--- config.mk ---
export PLATFORM = sky130hd
export DESIGN_NAME = thunderbird_ctrl_flat
export DESIGN_NICKNAME = d
export VERILOG_FILES = /design/src/rtl/thunderbird_pkg.sv /design/src/rtl/thunderbird_ctrl_if.sv /design/src/rtl/thunderbird_ctrl_step_prescaler.sv /design/src/rtl/thunderbird_ctrl.sv /design/src/flat_wrapper.sv
export SDC_FILE = /design/constraint.sdc
export NUM_CORES = 1
export LEC_CHECK = 0
export ABC_CLOCK_PERIOD_IN_PS = 2450
export BUFFER_PORTS_ARGS = -buffer_cell sky130_fd_sc_hd__buf_2
export CORE_MARGIN = 4
export CORE_UTILIZATION = 35
export DETAILED_ROUTE_END_ITERATION = 10
export HOLD_SLACK_MARGIN = 0.08
export PLACE_DENSITY = 0.52
export SLEW_MARGIN = 20
export SYNTH_ARGS = -nofsm -noshare
export SYNTH_HDL_FRONTEND = slang
export SYNTH_SLANG_ARGS = --single-unit
--- constraint.sdc ---
create_clock -name clk -period 2.45 [get_ports clk]
set_input_delay 0.245 -clock clk [delete_from_list [all_inputs] [get_ports clk]]
set_output_delay 0.245 -clock clk [all_outputs]
set_load 0.02 [all_outputs]
--- src/rtl/thunderbird_pkg.sv ---
// Shared definitions for the thunderbird rear-lamp controller:
// FSM state encoding and the lamp chase patterns.
package thunderbird_pkg;

  typedef enum logic [3:0] {
    IDLE = 4'd0,
    L1   = 4'd1,
    L2   = 4'd2,
    L3   = 4'd3,
    R1   = 4'd4,
    R2   = 4'd5,
    R3   = 4'd6,
    HON  = 4'd7,
    HOFF = 4'd8,
    GAP  = 4'd9
  } state_t;

  localparam logic [2:0] LAMP_OFF = 3'b000;
  localparam logic [2:0] LAMP_1   = 3'b001;
  localparam logic [2:0] LAMP_2   = 3'b011;
  localparam logic [2:0] LAMP_3   = 3'b111;

endpackage

--- src/rtl/thunderbird_ctrl_if.sv ---
// Driver request / lamp output bundle between the dashboard side (master)
// and the lamp controller (slave).
interface thunderbird_ctrl_if;

  logic       left;
  logic       right;
  logic       hazard;
  logic [2:0] l;
  logic [2:0] r;
  logic       busy;

  modport master (
    output left, right, hazard,
    input  l, r, busy
  );

  modport slave (
    input  left, right, hazard,
    output l, r, busy
  );

endinterface

--- src/rtl/thunderbird_ctrl_step_prescaler.sv ---
// Animation step prescaler: counts 0..TICK_DIV-1 and flags the last cycle
// of each step. The FSM clears it on every state change so that each
// step starts from a fresh count.
module step_prescaler #(
  parameter int TICK_DIV = 4,
  parameter int CNT_W    = 16
) (
  input  logic clk,
  input  logic rst_n,
  input  logic clr,
  output logic tick
);

  localparam logic [CNT_W-1:0] LAST = CNT_W'(TICK_DIV - 1);

  logic [CNT_W-1:0] cnt;

  // Step counter: restart on clear or at the end of a step, else advance.
  always_ff @(posedge clk or negedge rst_n) begin
    if (!rst_n) begin
      cnt <= '0;
    end else if (clr || (cnt == LAST)) begin
      cnt <= '0;
    end else begin
      cnt <= cnt + 1'b1;
    end
  end

  assign tick = (cnt == LAST);

endmodule

--- src/rtl/thunderbird_ctrl.sv ---
// Turn-signal / hazard controller for the six-lamp rear cluster.
// Moore FSM: lamps and busy are decoded from the state register only,
// each non-idle state lasts one prescaler step.
module thunderbird_ctrl
  import thunderbird_pkg::*;
#(
  parameter int TICK_DIV = 4,
  parameter int CNT_W    = 16
) (
  input  logic               clk,
  input  logic               rst_n,
  thunderbird_ctrl_if.slave  bus
);

  state_t     state;
  state_t     state_next;
  logic       tick;
  logic       clr;
  logic       haz_req;
  logic       left_req;
  logic       right_req;
  logic [2:0] lamp_l;
  logic [2:0] lamp_r;

  // Both turn levers at once are treated as a hazard request.
  assign haz_req   = bus.hazard | (bus.left & bus.right);
  assign left_req  = bus.left  & ~bus.right & ~bus.hazard;
  assign right_req = bus.right & ~bus.left  & ~bus.hazard;

  step_prescaler #(
    .TICK_DIV (TICK_DIV),
    .CNT_W    (CNT_W)
  ) u_prescaler (
    .clk   (clk),
    .rst_n (rst_n),
    .clr   (clr),
    .tick  (tick)
  );

  // State register; reset aborts any running sequence immediately.
  always_ff @(posedge clk or negedge rst_n) begin
    if (!rst_n) begin
      state <= IDLE;
    end else begin
      state <= state_next;
    end
  end

  // Next-state logic: idle reacts at once, running states advance on tick,
  // hazard pre-empts a turn at its next step boundary.
  always_comb begin
    state_next = state;
    case (state)
      IDLE: begin
        if (haz_req) begin
          state_next = HON;
        end else if (left_req) begin
          state_next = L1;
        end else if (right_req) begin
          state_next = R1;
        end
      end
      L1:   if (tick) state_next = haz_req ? HON : L2;
      L2:   if (tick) state_next = haz_req ? HON : L3;
      L3:   if (tick) state_next = haz_req ? HON : GAP;
      R1:   if (tick) state_next = haz_req ? HON : R2;
      R2:   if (tick) state_next = haz_req ? HON : R3;
      R3:   if (tick) state_next = haz_req ? HON : GAP;
      GAP:  if (tick) state_next = IDLE;
      HON:  if (tick) state_next = HOFF;
      HOFF: if (tick) state_next = haz_req ? HON : IDLE;
      default: state_next = IDLE;
    endcase
  end

  // Prescaler is held clear in idle and restarted on every state change.
  always_comb begin
    clr = 1'b0;
    if ((state_next != state) || (state == IDLE)) begin
      clr = 1'b1;
    end
  end

  // Lamp decode from the registered state only.
  always_comb begin
    lamp_l = LAMP_OFF;
    lamp_r = LAMP_OFF;
    case (state)
      L1:  lamp_l = LAMP_1;
      L2:  lamp_l = LAMP_2;
      L3:  lamp_l = LAMP_3;
      R1:  lamp_r = LAMP_1;
      R2:  lamp_r = LAMP_2;
      R3:  lamp_r = LAMP_3;
      HON: begin
        lamp_l = LAMP_3;
        lamp_r = LAMP_3;
      end
      default: begin
        lamp_l = LAMP_OFF;
        lamp_r = LAMP_OFF;
      end
    endcase
  end

  assign bus.l    = lamp_l;
  assign bus.r    = lamp_r;
  assign bus.busy = (state != IDLE);

endmodule
--- src/flat_wrapper.sv ---
// flat-port wrapper written by rule: the top's interface ports become plain ports
module thunderbird_ctrl_flat import thunderbird_pkg::*;
#(
  parameter int TICK_DIV = 4,
  parameter int CNT_W    = 16
)
  (clk, rst_n, bus_left, bus_right, bus_hazard, bus_l, bus_r, bus_busy);
  thunderbird_ctrl_if bus_i ();
  input  logic clk;
  input  logic rst_n;
  input wire logic [$bits(bus_i.left)-1:0] bus_left;
  input wire logic [$bits(bus_i.right)-1:0] bus_right;
  input wire logic [$bits(bus_i.hazard)-1:0] bus_hazard;
  output wire logic [$bits(bus_i.l)-1:0] bus_l;
  output wire logic [$bits(bus_i.r)-1:0] bus_r;
  output wire logic [$bits(bus_i.busy)-1:0] bus_busy;
  assign bus_i.left = bus_left;
  assign bus_i.right = bus_right;
  assign bus_i.hazard = bus_hazard;
  assign bus_l = bus_i.l;
  assign bus_r = bus_i.r;
  assign bus_busy = bus_i.busy;
  thunderbird_ctrl #(.TICK_DIV(TICK_DIV), .CNT_W(CNT_W)) u_core (.clk(clk), .rst_n(rst_n), .bus(bus_i));
endmodule
==> results.yml <==
worst_setup_path:
  start_kind: "register"
  cp-end-kind: "register"
  arrival_ns: 2.31
  critPathMaxFanout: 16
  required_ns: 2.60
  critical_path_class: "reg2reg"
clocking:
  cts.clk_slew.worst_paths_ns: 0.08
  cts_buffer_depth: 2
  clock_latency_ns: 0.26
  clockRootBuffer: "clkbuf_8"
  cts_tree: "built"
  cts_buffers: 3
  cts_sinks: 20
  htree_num_levels: 1
pwr:
  p_int_mw: 0.896
  power_leakage_nw: 0.699
  p_clk_share_pct: 20.2
  ir_drop_uv: 430
  p_seq_share_pct: 30.4
  switchingPower_mw: 0.729
  powerDensity_mw_per_mm2: 994
  p_comb_share_pct: 49.4
  switching_share_pct: 44.9
synth:
  synth_edf_count: 0
  synth_cells: 166
  ys_seq_area_share_pct: 33.8
  syn_nets: 172
  async_flop_share_pct: 100
  syn_area_per_cell_um2: 8.92
  ys_types: 42
  yosysWarnings: 0
  netlist_area_mm2: 0.00148
  ys.flop_type: "dfrtp_1"
  synth_seq_cells: 20
cells_and_area:
  final_cell_mix: "dfrtp_1, nand2_1, nor3_1, nor2_1, buf_2"
  synthToLayoutAreaGrowth_pct: 10.4
  finalNonFillerCells: 226
  layout_commonest_cell: "dfrtp_1"
  n_fill_cell: 423
  fin_nets: 183
  drive_gt1_share_pct: 22.7
  n_antenna_cell: 0
floorplanning:
  dieWidth_um: 73.1
  die_h_um: 73.1
  coreArea_mm2: 0.00406
  dieArea_mm2: 0.00534
  rows: 23
  top_level_ports: 12
  initial_core_util_pct: 36.5
place:
  dp_hpwl_um: 2470
  io_buffers: 11
  placedCellCount: 221
  globalplace.congestion: 0.834
sta:
  hold_viol: 0
  fin_setup_tns_ns: 0
  rsz0062_at_grt: "no"
  fmax_mhz: 465
  worst_slew_pin_slew_ns: 0.565
  setup_viol: 0
  hold-worst-slack_ns: 0.472
  slew_headroom_pct: 62.4
  slew_violations: 0
  clock_skew_ns: 0.00931
  period_share_pct: 87.9
  period_minus_slack_ns: 2.15
job:
  drv_cap: 0
outcome:
  outcome: "finished, final reports clean"
global_routing:
  grt_overflow: 0
  grt_pass1_vias: 1279
  grt_start_max_net_pins: 21
  grt_pass1_wl_um: 6120
  antenna_found_initial: 0
  grt_usage_pct: 14.5
route:
  vias: 1276
  wire_per_inst_um: 15.2
  drtIter0Drc: 87
  routed_via_density: 5.65
  wirelength_um: 3450
  drtPass1Iterations: 5
  route.antenna.remaining_nets: 0
  drc: 0
min_path:
  hold_class: "in2async"
cells by family after synthesis:
| family | synth area share, % |
|---|---|
| fa+ha+maj | 0.844 |
| buf+inv | 6.08 |
| flops | 33.8 |
| simple gates | 38.1 |
| xor+xnor | 8.28 |
| compound gates | 12.9 |
path summary, 6_finish.rpt:
path	start	cells past startpoint	end	slack, ns
worst min-delay path	rst_n	2	u_core.u_prescaler.cnt[11]	0.47
worst max-delay path	u_core.u_prescaler.cnt[0]	6	u_core.u_prescaler.cnt[4]	0.30
worst max register to register	u_core.u_prescaler.cnt[0]	6	u_core.u_prescaler.cnt[4]	0.30
worst min register to register	u_core.u_prescaler.cnt[0]	1	u_core.u_prescaler.cnt[0]	0.57
min in group clk	bus_left	5	u_core.state[0]	0.50
max in group asynchronous	rst_n	2	u_core.u_prescaler.cnt[8]	1.65
cells in the mapped netlist (all sizes together), types with 3 or more instances:
| master | instances | area, um2 |
|---|---|---|
| nor3 | 23 | 165 |
| dfrtp | 20 | 500 |
| nand2 | 20 | 77.6 |
| nor4 | 12 | 103 |
| nor2 | 11 | 41.3 |
| o21ai | 11 | 55.1 |
| xor2 | 10 | 87.6 |
| a21oi | 8 | 40.0 |
| nand3 | 8 | 40.0 |
| nand4 | 6 | 52.6 |
| buf | 5 | 48.8 |
| inv | 5 | 18.8 |
| clkbuf | 4 | 18.8 |
| xnor2 | 4 | 35.0 |
| nor4b | 3 | 53.8 |
stage by stage:
step	utilization (%)	cell area (um2)	setup WS (ns)	total power [mW]
2_1_floorplan	-	1480	0.634	1.17
3_3_place_gp	38.3	1550	0.390	1.29
3_5_place_dp	38.3	1550	0.295	1.30
4_1_cts	40.3	1640	0.264	1.65
5_1_grt	40.3	1640	0.0467	1.77
6_report	40.3	1640	0.297	1.62
routing by layer:
layer,up-vias,wire [um],track usage [%]
li1,630,-,-
met1,615,1570,19.2
met2,25,1720,24.3
met3,6,119,2.62
met4,0,43,3.48
met5,-,0,0
area by class of cell:
class / count / area (um2) / area share [%]
Tap cell: 50 / 62.6 / 3.83
Sequential cell: 20 / 500 / 30.6
Clock inverter: 1 / 30.0 / 1.84
Clock buffer: 3 / 41.3 / 2.52
Inverter: 6 / 22.5 / 1.38
Timing Repair Buffer: 15 / 87.6 / 5.36
Multi-Input combinational cell: 131 / 891 / 54.5
timing repair:
item	4_1_cts	5_1_grt
setup buffers	0	0
hold buffers	1	0
endpoints found under the hold margin	20	0
gates resized for setup	0	0
flip-flops by register name, summed over array words and instances, names as in the netlist:
register,cells
u_core.u_prescaler.cnt,16
u_core.state,4
critical path, cell delays in order (launching register included):
cell	delay, ns
dfrtp_1	0.45
ha_1	0.29
nor4b_4	0.16
and4_4	0.18
a222oi_1	0.26
nand2_2	0.33
nor4_1	0.37
power by group through the flow:
stage / logic (mW) / clock network [mW] / registers, mW
2_1_floorplan: 0.728 / 0 / 0.444
3_3_place_gp: 0.798 / 0 / 0.495
3_5_place_dp: 0.807 / 0 / 0.498
4_1_cts: 0.813 / 0.341 / 0.492
5_1_grt: 0.900 / 0.357 / 0.508
6_report: 0.803 / 0.329 / 0.493
Note: power is estimated with default switching activity, not from simulation.
